### config.mk
export PLATFORM = sky130hd
export DESIGN_NAME = hazard_ctrl
export DESIGN_NICKNAME = d
export VERILOG_FILES = /design/src/rtl/hazard_ctrl.sv
export SDC_FILE = /design/constraint.sdc
export NUM_CORES = 1
export LEC_CHECK = 0
export CAP_MARGIN = 30
export CORE_MARGIN = 5
export CORE_UTILIZATION = 30
export CTS_CLUSTER_DIAMETER = 150
export DETAILED_ROUTE_END_ITERATION = 16
export GPL_TIMING_DRIVEN = 0
export PLACE_DENSITY = 0.58
export SLEW_MARGIN = 20
export SYNTH_ARGS = -nofsm -noshare
export SYNTH_HDL_FRONTEND = slang
export SYNTH_SLANG_ARGS = --single-unit
### constraint.sdc
create_clock -name clk -period 3 [get_ports clk]
set_clock_uncertainty 0.1 [all_clocks]
set_input_delay 0.75 -clock clk [delete_from_list [all_inputs] [get_ports clk]]
set_output_delay 0.75 -clock clk [all_outputs]
set_load 0.005 [all_outputs]
### src/rtl/hazard_ctrl.sv
// Pipeline hazard control for the 5-stage RV32I core.
// Handles load-use stalls, forwarding, memory freeze, branch flush and drain-to-halt.
module hazard_ctrl #(
   parameter int CNT_W        = 32,
   parameter int DRAIN_CYCLES = 3
) (
   input  logic             clk,
   input  logic             reset,
   input  logic [31:0]      id_inst,
   input  logic             id_valid,
   input  logic [4:0]       ex_rs1,
   input  logic [4:0]       ex_rs2,
   input  logic [4:0]       ex_rd,
   input  logic             ex_mem_read,
   input  logic             ex_branch_taken,
   input  logic [4:0]       mem_rd,
   input  logic             mem_reg_write,
   input  logic             mem_req,
   input  logic             dmem_ready,
   input  logic [4:0]       wb_rd,
   input  logic             wb_reg_write,
   output logic             pc_write,
   output logic             pc_sel_target,
   output logic             if_id_write,
   output logic             if_id_flush,
   output logic             id_ex_write,
   output logic             id_ex_flush,
   output logic             ex_mem_write,
   output logic             mem_wb_write,
   output logic [1:0]       fwd_a,
   output logic [1:0]       fwd_b,
   output logic             halted,
   output logic [CNT_W-1:0] stall_cycles,
   output logic [CNT_W-1:0] flush_count
);

   localparam logic [6:0] OP_OP     = 7'b0110011;
   localparam logic [6:0] OP_IMM    = 7'b0010011;
   localparam logic [6:0] OP_LOAD   = 7'b0000011;
   localparam logic [6:0] OP_STORE  = 7'b0100011;
   localparam logic [6:0] OP_BRANCH = 7'b1100011;
   localparam logic [6:0] OP_JALR   = 7'b1100111;
   localparam logic [6:0] OP_SYSTEM = 7'b1110011;

   localparam int DW = (DRAIN_CYCLES > 2) ? $clog2(DRAIN_CYCLES) : 1;
   localparam logic [DW-1:0] DRAIN_INIT = DW'(DRAIN_CYCLES - 1);

   typedef enum logic [1:0] {
      S_RUN, S_MEM_WAIT, S_DRAIN, S_HALT
   } state_t;

   state_t          state;
   state_t          next_state;
   logic [DW-1:0]   drain_cnt;
   logic            drain_load;
   logic            drain_dec;
   logic            stall_hit;
   logic            flush_hit;
   logic            use_rs1;
   logic            use_rs2;
   logic            is_system;
   logic            load_use;
   logic            mem_freeze;
   logic            freeze;
   logic [6:0]      opcode;
   logic [4:0]      id_rs1;
   logic [4:0]      id_rs2;
   logic            unused_bits;

   assign opcode      = id_inst[6:0];
   assign id_rs1      = id_inst[19:15];
   assign id_rs2      = id_inst[24:20];
   assign unused_bits = ^{id_inst[31:25], id_inst[14:7]};

   // Decode which source registers the ID instruction reads
   always_comb begin
      use_rs1   = 1'b0;
      use_rs2   = 1'b0;
      is_system = 1'b0;
      if (id_valid) begin
         case (opcode)
            OP_OP, OP_STORE, OP_BRANCH: begin
               use_rs1 = 1'b1;
               use_rs2 = 1'b1;
            end
            OP_IMM, OP_LOAD, OP_JALR: use_rs1 = 1'b1;
            OP_SYSTEM:                is_system = 1'b1;
            default:                  ;
         endcase
      end
   end

   assign load_use = ex_mem_read && (ex_rd != 5'd0) &&
                     ((use_rs1 && (id_rs1 == ex_rd)) ||
                      (use_rs2 && (id_rs2 == ex_rd)));

   assign mem_freeze = mem_req && !dmem_ready;
   // Once waiting, only dmem_ready releases the freeze
   assign freeze = (state == S_MEM_WAIT) ? !dmem_ready : mem_freeze;

   // Operand forwarding; the younger EX/MEM result takes precedence
   always_comb begin
      fwd_a = 2'b00;
      fwd_b = 2'b00;
      if (mem_reg_write && mem_rd != 5'd0 && mem_rd == ex_rs1)
         fwd_a = 2'b10;
      else if (wb_reg_write && wb_rd != 5'd0 && wb_rd == ex_rs1)
         fwd_a = 2'b01;
      if (mem_reg_write && mem_rd != 5'd0 && mem_rd == ex_rs2)
         fwd_b = 2'b10;
      else if (wb_reg_write && wb_rd != 5'd0 && wb_rd == ex_rs2)
         fwd_b = 2'b01;
   end

   // Pipeline enables, flushes and next-state selection
   always_comb begin
      pc_write      = 1'b1;
      pc_sel_target = 1'b0;
      if_id_write   = 1'b1;
      if_id_flush   = 1'b0;
      id_ex_write   = 1'b1;
      id_ex_flush   = 1'b0;
      ex_mem_write  = 1'b1;
      mem_wb_write  = 1'b1;
      next_state    = state;
      drain_load    = 1'b0;
      drain_dec     = 1'b0;
      stall_hit     = 1'b0;
      flush_hit     = 1'b0;
      unique case (state)
         S_RUN, S_MEM_WAIT: begin
            if (freeze) begin
               pc_write     = 1'b0;
               if_id_write  = 1'b0;
               id_ex_write  = 1'b0;
               ex_mem_write = 1'b0;
               mem_wb_write = 1'b0;
               stall_hit    = 1'b1;
               next_state   = S_MEM_WAIT;
            end else begin
               next_state = S_RUN;
               if (ex_branch_taken) begin
                  pc_sel_target = 1'b1;
                  if_id_flush   = 1'b1;
                  id_ex_flush   = 1'b1;
                  flush_hit     = 1'b1;
               end else if (load_use) begin
                  pc_write    = 1'b0;
                  if_id_write = 1'b0;
                  id_ex_flush = 1'b1;
                  stall_hit   = 1'b1;
               end else if (is_system) begin
                  next_state = S_DRAIN;
                  drain_load = 1'b1;
               end
            end
         end
         S_DRAIN: begin
            pc_write    = 1'b0;
            if_id_flush = 1'b1;
            id_ex_flush = 1'b1;
            if (mem_freeze) begin
               if_id_write  = 1'b0;
               id_ex_write  = 1'b0;
               ex_mem_write = 1'b0;
               mem_wb_write = 1'b0;
               stall_hit    = 1'b1;
            end else if (drain_cnt == '0) begin
               next_state = S_HALT;
            end else begin
               drain_dec = 1'b1;
            end
         end
         S_HALT: begin
            pc_write     = 1'b0;
            if_id_write  = 1'b0;
            id_ex_write  = 1'b0;
            ex_mem_write = 1'b0;
            mem_wb_write = 1'b0;
         end
      endcase
   end

   // State, drain counter, halt flag and saturating perf counters
   always_ff @(posedge clk) begin
      if (reset) begin
         state        <= S_RUN;
         drain_cnt    <= '0;
         halted       <= 1'b0;
         stall_cycles <= '0;
         flush_count  <= '0;
      end else begin
         state  <= next_state;
         halted <= (next_state == S_HALT);
         if (drain_load)
            drain_cnt <= DRAIN_INIT;
         else if (drain_dec)
            drain_cnt <= drain_cnt - DW'(1);
         if (stall_hit && stall_cycles != {CNT_W{1'b1}})
            stall_cycles <= stall_cycles + CNT_W'(1);
         if (flush_hit && flush_count != {CNT_W{1'b1}})
            flush_count <= flush_count + CNT_W'(1);
      end
   end

endmodule
==> results of run 1 <==
report_power, final:
group	internal [mW]	switching, mW	leakage (nW)	total, mW
Sequential	0.922	0.00582	0.556	0.928
Clock	0.634	0.398	0.138	1.03
Combinational	0.113	0.116	1.27	0.229
kinds of logic (layout without fill, tap and decap cells):
family	after synthesis	in the layout	synth area share, %
muxes	5	5	1.40
xor gates and xnor gates	54	54	12.3
DFF	69	69	36.0
adders and majority gates	3	3	0.979
buffers and inverters	35	190	4.04
and+or+nand+nor	215	215	30.6
AOI/OAI and AO/OA	94	94	14.6
other	0	2	0
metal layers:
layer  global-route usage [%]  routed length, um  vias up
li1                         -                  -     2031
met1                     20.0               5390     1910
met2                     27.6               5990      131
met3                     4.76                895       22
met4                     5.40                221        0
met5                        0                  0        -
layout make-up:
type	count	area [um^2]
Fill cell	1263	6750
Multi-Input combinational cell	371	2500
Sequential cell	69	1380
Timing Repair Buffer	140	1280
Clock buffer	10	229
Tap cell	172	215
Buffer	22	116
Clock inverter	5	52.6
Inverter	13	48.8
Antenna cell	2	5.00
worst min-delay path by stage:
stage	slack, ns	startpoint	cells after the start	end
after CTS	0.40	stall_cycles[16]	2	stall_cycles[16]
after global routing	0.42	stall_cycles[27]	2	stall_cycles[27]
after floorplan	0.38	stall_cycles[16]	2	stall_cycles[16]
final	0.40	stall_cycles[31]	2	stall_cycles[31]
after detailed placement	0.39	stall_cycles[31]	2	stall_cycles[31]
after global placement	0.38	stall_cycles[16]	2	stall_cycles[16]
worst min-delay path, delay by kind of cell, from the launching register on:
family / cells / cell delay (ns)
flip-flops: 1 / 0.32
AO/OA/AOI/OAI: 2 / 0.12
Yosys cell counts (all sizes together):
cell,count
dfxtp,69
o21a,2
o2111ai,1
nand2,30
nand4,23
buf,9
xnor2,21
mux2,3
and3,10
nor2b,5
o21ba,2
o21ai,30
ha,3
nor3,15
nor4b,2
nand3b,3
a21oi,40
xor2,33
and4,1
or4,20
mux2i,2
o31ai,14
nor2,43
inv,13
and2,1
nand2b,7
or2,1
a2111oi,1
and4b,1
or3,26
o211ai,2
a311oi,1
nand3,18
clkbuf,13
o21bai,1
nor4,9
registers in the layout (all words and copies together) (netlist names):
| name | cells |
|---|---|
| state | 2 |
| drain_cnt | 2 |
| flush_count | 32 |
| stall_cycles | 32 |
| halted | 1 |
stage by stage:
step	hold slack, ns	instances	utilization, %	TNS (ns)
final	0.395	804	46.3	-0.0798
after detailed placement	0.389	773	42.3	-22.70
after global placement	0.380	773	42.3	-21.08
after floorplan	0.377	475	-	0
after CTS	0.398	799	45.4	-0.123
after global routing	0.422	804	46.3	-0.385
timing repair:
action | CTS | global route
setup buffers | 10 | 3
gates cloned | 1 | 0
gates resized for setup | 120 | 38
hold buffers | 0 | 0
endpoints found under the setup margin | 42 | 31
pin swaps | 22 | 20
==> metrics, run 1 <==
RePlAce Congestion 0.808; pre-CTS setup slack -0.934 ns; Final Hold Fails 0; Global Route Usage Sum 16.4%; die height 123 um; CTS sink count 69; Final ANT Viol Nets 0; crit start category input port; Overall Power 2.19 mW; syn nets 544; crit-path max cell delay 0.51 ns; DR WL/cell 15.5 um; vias in the first global route 4,077; gr ovfl total 0; I/O pin count 143; cell taking the most area after synthesis dfxtp_1; relative slew slack 37.3%; Critical Path Start ex_rd[4]; FMAX 326 MHz; # nets final 695; final setup vio count 2; Netlist cell types 44; post-synth top area share 36.0%; CP endpoint if_id_write; minimum clock period 3.07 ns; drt total wl 12,500 um; drt pass-1 iters 4; TritonCTS buffer count 9; Ys Warns 0; layout cells sized above 1 14.9%; post-route cell area 0.00582 mm^2; commonest non-fill, non-tap cells in the layout 76 x clkdlybuf4s50_1, 69 x dfxtp_1, 43 x nor2_1; clk slew on worst S/H paths 0.05 ns; register bit total from synthesis 69; Syn Inst Count 475; pin count of the biggest net entering global routing 12; worst min-delay path category register to register; crit path cell chain buf_8 > or4_4 > o211ai_1 > buf_4 > a21oi_4 > nor2b_4 > o21ai_1 > buf_2; std cell rows 41; Final period util 102%; CTS tree built; via count 4,094; Final Max Slew Viols 0; mean area per synthesized cell 8.08 um^2; die area 0.0151 mm^2; commonest non-fill, non-tap cell in the layout clkdlybuf4s50_1; P_leak 1.97 nW; required time worst endpoint 2.15 ns; flop-to-flop setup slack 0.23 ns; CP Capture Type output pin; clock latency on the worst-skew pair 0.33 ns; Crit path depth 8; DR DRC count 0; worst-path fanout max 3; MaxCap Viol Count 0; reg2reg start stall_cycles[2]; clk buf depth 2; initial antenna violation count 1; global-route wire length before repair 19,800 um; H-tree Lvls 3; CTS Root Cell clkbuf_16; initial core utilization 30.5%; Die Width 123 um; DR vias/cell 5.09; Post-DP Area 0.00531 mm^2; unrepaired setup endpoints after global routing yes; CP bufs+invs 3; status complete, but fails checks; setup ws final -0.0667 ns; slowest CP cell or4_4; hpwl dp 9040 um; cell family with most CP delay simple AND/OR/NAND/NOR gates; Synth area leaders dfxtp_1 36%, xor2_1 7.5%, a21oi_1 5.2%, xnor2_1 4.8%, or3_1 4.2%; Reg2Reg Depth 9; violated checks negative setup slack; starting DRC count in detailed routing 228; reg-to-reg endpoint stall_cycles[28]; VDD IR-drop max 0.228 mV; Critical Setup Path Class input port to output pin; core area 0.0126 mm^2; Worst-Margin Slew 0.933 ns; area of the mapped netlist 0.00384 mm^2; arrival time worst endpoint 2.22 ns; Seq/Total Area, Yosys 36.0%; cell area power density 376 mW/mm^2; Area Growth Syn to Fin 51.8%; IO buf count 126
Power figures use the tool's default switching activity.
==> inputs of run 2 (changes only) <==
- CELL_PAD_IN_SITES_DETAIL_PLACEMENT: unset -> 1
- CELL_PAD_IN_SITES_GLOBAL_PLACEMENT: unset -> 1
- PLACE_DENSITY: 0.58 -> 0.77
==> metrics, run 2 (synthesis gave the netlist of run 1 again) <==
status complete, but fails checks; violated checks negative setup slack; Area Growth Syn to Fin 56.6%; Final Util 47.8% (+1.5 points); CP endpoint if_id_write; FMAX 329 MHz (+0.99%); H-tree Lvls 3 (unchanged); std cell rows 41 (unchanged); crit-path max cell delay 0.52 ns (about the same); IO buf count 126 (unchanged); RePlAce Congestion 0.817 (+1.2%); Reg power frac 43.7% (+1.3 points); worst-path fanout max 3 (unchanged); final setup vio count 1 (-1); via count 4,230 (+3.3%); DR DRC count 0 (unchanged); Final ANT Viol Nets 0 (unchanged); core area 0.0126 mm^2 (unchanged); Regs by FF count flush_count (32), stall_cycles (32); Crit path depth 8 (unchanged); flop-to-flop setup slack 0.23 ns (about the same); global-route wire length before repair 22,600 um (+14%); die height 123 um (unchanged); worst min-delay path category register to register; clk slew on worst S/H paths 0.06 ns (about the same); setup_tns -0.0367 ns (+0.0432 ns); gr ovfl total 0 (unchanged); Hold-fix buffers, CTS 0 (unchanged); CTS Root Cell clkbuf_16; diodes inserted 0 (-2); commonest non-fill, non-tap cell in the layout clkdlybuf4s50_1; drt pass-1 iters 4 (unchanged); setup ws final -0.0367 ns (+0.0300 ns); switching share of power 24.2% (+0.46 points); CP bufs+invs 3 (unchanged); minimum clock period 3.04 ns (-0.0300 ns); Overall Power 2.13 mW (-2.9%); required time worst endpoint 2.15 ns (about the same); layout cells sized above 1 18.3% (+3.4 points); reg-to-reg endpoint stall_cycles[31]; MaxCap Viol Count 0 (unchanged); initial antenna violation count 0 (-1); Reg2Reg Depth 7 (-2); Clk pwr share 43.5% (-3.7 points); TritonCTS buffer count 9 (unchanged); crit path cell chain buf_8 > or4_4 > o211ai_1 > buf_4 > a21oi_4 > nor2b_4 > o21ai_1 > buf_2; clk buf depth 2 (unchanged); CTS tree built; VDD IR-drop max 0.256 mV (+12%); crit start category input port; Final period util 101% (-1.0 points); Final Max Slew Viols 0 (unchanged); NetSw 514 uW (-1.1%); hpwl dp 10,300 um (+14%); DR WL/cell 17.5 um (+13%); Critical Setup Path Class input port to output pin; CP Capture Type output pin; Final Hold Fails 0 (unchanged); DR vias/cell 5.22 (+2.6%); arrival time worst endpoint 2.19 ns (-0.03 ns); # nets final 704 (+1.3%); combinational share of power 12.8% (+2.3 points); drt total wl 14,200 um (+14%); initial core utilization 30.5% (unchanged); reg2reg start stall_cycles[6]; commonest non-fill, non-tap cells in the layout 78 x clkdlybuf4s50_1, 69 x dfxtp_1, 42 x nor2_1; starting DRC count in detailed routing 161 (-29%); final hold slack 0.402 ns (+0.00699 ns); cell area power density 354 mW/mm^2 (-5.9%); Critical Path Start ex_rd[2]; hold_sp flush_count[23]; Die Width 123 um (unchanged); vias in the first global route 4,561 (+12%); CTS sink count 69 (unchanged); die area 0.0151 mm^2 (unchanged); slowest CP cell or4_4; relative slew slack 34.2% (-3.1 points); I/O pin count 143 (unchanged); unrepaired setup endpoints after global routing yes; pin count of the biggest net entering global routing 11 (-1); cell family with most CP delay simple AND/OR/NAND/NOR gates; P_leak 2.01 nW (+2.0%); clock latency on the worst-skew pair 0.33 ns (about the same); Worst-Margin Slew 0.979 ns (+0.0461 ns); Global Route Usage Sum 18.7% (+2.3 points); Internal Power 1.61 mW (-3.5%)
-- run 2: cell count changes in the layout (fill, tap and decap cells not counted), sizes merged --
cell	change
buf	+12
dlygate4sd2	-11
clkdlybuf4s15	+8
clkdlybuf4s50	+2
diode	-2
bufinv	-1
clkinvlp	-1
dlymetal6s2s	-1
-- run 2: tightest hold or removal path, stage by stage (launching register included) --
cell,delay (ns)
dfxtp_1,0.32
o21ai_0,0.07
a21oi_1,0.06
-- run 2: repair_timing --
| item | in CTS | in global routing |
|---|---|---|
| setup buffers | 18 | 6 |
| endpoints found under the setup margin | 44 | 40 |
| gates resized for setup | 149 | 49 |
| gates cloned | 3 | 0 |
| pin swaps | 31 | 24 |
-- run 2: worst min path at each step --
stage / to / slack (ns) / cells past startpoint
CTS: stall_cycles[16] / 0.41 / 2
global route: stall_cycles[27] / 0.44 / 2
detailed placement: flush_count[23] / 0.40 / 2
global placement: stall_cycles[16] / 0.37 / 2
finish: flush_count[23] / 0.40 / 2
floorplan: stall_cycles[16] / 0.38 / 2
-- run 2: per-layer routing --
metal  up-vias  wire (um)  GRT usage, %
met4         0        274          5.61
met3        20        707          4.21
met5         -          0             0
li1       2043          -             -
met1      2058       5690          20.7
met2       109       7520          35.3
-- run 2: layout make-up --
| class | count | area, um^2 |
|---|---|---|
| inverters | 13 | 48.8 |
| flip-flops and latches | 69 | 1380 |
| clock buffers | 11 | 233 |
| plain buffers | 22 | 146 |
| fillers | 1485 | 6560 |
| clock inverters | 3 | 15.0 |
| well taps | 172 | 215 |
| multi-input cells | 371 | 2550 |
| repair buffers | 149 | 1420 |
-- run 2: power by group through the flow --
stage	Sequential [mW]	Combinational (mW)	Clock, mW
after floorplan	0.947	0.0906	0
after global placement	0.948	0.222	0
after detailed placement	0.948	0.231	0
after CTS	0.928	0.263	0.954
after global routing	0.929	0.294	0.986
final	0.928	0.273	0.924
-- run 2: per-stage QoR --
step / setup WS, ns / area (um^2) / cells
final: -0.0367 / 6010 / 810
after global routing: -0.133 / 6010 / 810
after CTS: -0.0112 / 5890 / 807
after detailed placement: -0.960 / 5310 / 773
after global placement: -0.904 / 5310 / 773
after floorplan: 0.184 / 3840 / 475
==> inputs of run 3 (changes only) <==
--- a/config.mk
+++ b/config.mk
@@ -9,5 +9,4 @@
 export CELL_PAD_IN_SITES_DETAIL_PLACEMENT = 1
 export CELL_PAD_IN_SITES_GLOBAL_PLACEMENT = 1
-export CORE_MARGIN = 5
 export CORE_UTILIZATION = 30
 export CTS_CLUSTER_DIAMETER = 150
==> constraint.sdc (replaced) <==
create_clock -name clk -period 3 [get_ports clk]
set_clock_uncertainty 0.1 [all_clocks]
set_input_delay 0.75 -clock clk [delete_from_list [all_inputs] [get_ports clk]]
set_output_delay 0.75 -clock clk [all_outputs]
set_load 0.01 [all_outputs]
==> metrics, run 3 (synthesis gave the netlist of run 1 again) <==
hold endpoint stall_cycles[31]; Worst-Margin Slew 0.803 ns (-0.176 ns); Regs by FF count flush_count (32), stall_cycles (32); clk slew on worst S/H paths 0.06 ns (about the same); commonest non-fill, non-tap cell in the layout clkdlybuf4s50_1; pin count of the biggest net entering global routing 12 (+1); slowest CP cell nor4_2; diodes inserted 0 (unchanged); unrepaired setup endpoints after global routing yes; DR vias/cell 5.20 (-0.37%); starting DRC count in detailed routing 90 (-44%); RePlAce Congestion 0.832 (+1.7%); drt pass-1 iters 4 (unchanged); IO buf count 126 (unchanged); Global Route Usage Sum 21.3% (+2.6 points); TritonCTS buffer count 9 (unchanged); commonest non-fill, non-tap cells in the layout 71 x clkdlybuf4s50_1, 69 x dfxtp_1, 41 x nor2_1; Final Util 47.7% (-0.14 points); drt total wl 14,000 um (-1.7%); layout cells sized above 1 16.0% (-2.3 points); DR WL/cell 17.4 um (-0.94%); crit path cell chain buf_8 > xor2_2 > nor4_2 > nand3_2 > a21oi_4 > nor2b_4 > o21ai_1 > buf_2; initial antenna violation count 0 (unchanged); via count 4,183 (-1.1%); clk buf depth 2 (unchanged); VDD IR-drop max 0.280 mV (+9.5%); die height 115 um (-6.5%); Area Growth Syn to Fin 52.3%; Post-DP Area 0.00531 mm^2 (about the same); Critical Setup Path Class input port to output pin; hold_sp stall_cycles[31]; reg-to-reg endpoint stall_cycles[28]; crit start category input port; cell area power density 368 mW/mm^2 (+4.1%); MaxCap Viol Count 0 (unchanged); I/O pin count 143 (unchanged); final setup vio count 0 (-1); core area 0.0123 mm^2 (-2.4%); die area 0.0132 mm^2 (-13%); worst min-delay path category register to register; H-tree Lvls 3 (unchanged); minimum clock period 2.99 ns (-0.0464 ns); status finished clean; Final period util 99.7% (-1.5 points); clock latency on the worst-skew pair 0.34 ns (about the same); Hold Path Depth 2 (unchanged); global-route wire length before repair 22,000 um (-2.7%); vias in the first global route 4,366 (-4.3%); Die Width 115 um (-6.5%); P_leak 1.99 nW (-0.82%); required time worst endpoint 2.15 ns (about the same); flop-to-flop setup slack 0.21 ns (-0.02 ns); Reg2Reg Depth 9 (+2); hpwl dp 10,100 um (-2.5%); Critical Path Start ex_rd[1]; cell family with most CP delay simple AND/OR/NAND/NOR gates; arrival time worst endpoint 2.14 ns (-0.05 ns); CTS sink count 69 (unchanged); CP bufs+invs 2 (-1); CP Capture Type output pin; reg2reg start stall_cycles[2]; Overall Power 2.15 mW (+1.3%); DR DRC count 0 (unchanged); CTS Root Cell clkbuf_16; Final Max Slew Viols 0 (unchanged); crit-path max cell delay 0.34 ns (-0.18 ns); final hold slack 0.405 ns (+0.00238 ns); # nets final 700 (-0.57%); Final Hold Fails 0 (unchanged); std cell rows 40 (-2.4%); CTS tree built; FMAX 334 MHz (+1.6%); initial core utilization 31.3% (+0.76 points); relative slew slack 46.0% (+12 points); gr ovfl total 0 (unchanged); post-route cell area 0.00584 mm^2 (-2.7%); Final ANT Viol Nets 0 (unchanged); worst-path fanout max 3 (unchanged)
run 3: changes by cell type in the layout (fill, tap and decap cells not counted), moves of 5 or more:
cell | before | now
a21oi_1 | 31 | 39
o31ai_2 | 6 | 1
clkdlybuf4s50_1 | 78 | 71
a21oi_2 | 8 | 0
buf_4 | 16 | 24
o31ai_1 | 7 | 13
clkdlybuf4s15_1 | 9 | 3
dlygate4sd2_1 | 17 | 27
buf_6 | 8 | 3
run 3: report_power, final:
part	total, mW	switching, mW	internal (mW)
sequential	0.928	0.00642	0.922
combinational	0.261	0.136	0.125
clock	0.963	0.412	0.550
total	2.15	0.555	1.60
run 3: area by class of cell:
type | instances | area, um^2
Buffer | 22 | 113
Inverter | 13 | 48.8
Multi-Input combinational cell | 371 | 2500
Sequential cell | 69 | 1380
Fill cell | 1478 | 6420
Tap cell | 168 | 210
Clock buffer | 10 | 229
Timing Repair Buffer | 145 | 1340
Clock inverter | 6 | 30.0
run 3: per-stage QoR:
step	cells	setup slack, ns	setup TNS, ns
floorplan	475	0.0808	0
finish	804	0.00968	0
detailed placement	769	-0.960	-24.25
global route	804	-0.0837	-0.209
CTS	798	-0.00448	-0.00448
global placement	769	-0.941	-22.49
run 3: per-layer routing:
metal | global-route usage [%] | up-vias | wire length, um | share of wire, %
met3 | 4.80 | 16 | 589 | 4.2
met2 | 38.5 | 89 | 7260 | 52
met5 | 0 | - | 0 | 0
met4 | 6.67 | 0 | 167 | 1.2
met1 | 24.9 | 2049 | 5940 | 43
li1 | - | 2029 | - | -
run 3: how the worst max path moves through the flow:
stage                  end  slack, ns  depth (start not counted)
2_1_floorplan  if_id_write       0.08                          5
3_3_place_gp   if_id_write      -0.94                          7
3_5_place_dp   if_id_write      -0.96                          7
4_1_cts        if_id_write     -0.004                          8
5_1_grt        if_id_write      -0.08                          8
6_report       if_id_write       0.01                          8
run 3: tightest hold or removal path, delay by kind of cell, from the launching register on:
| kind | cells | cell delay, ns |
|---|---|---|
| AO/OA/AOI/OAI | 2 | 0.13 |
| flip-flops | 1 | 0.33 |
run 3: timing repair:
action                                  in CTS  in global routing
hold buffers                                 0                  0
buffers inserted                            13                  5
hold endpoints to repair                     0                  0
resized for setup                          136                 46
pin swaps                                   21                 21
endpoints found under the setup margin      42                 47
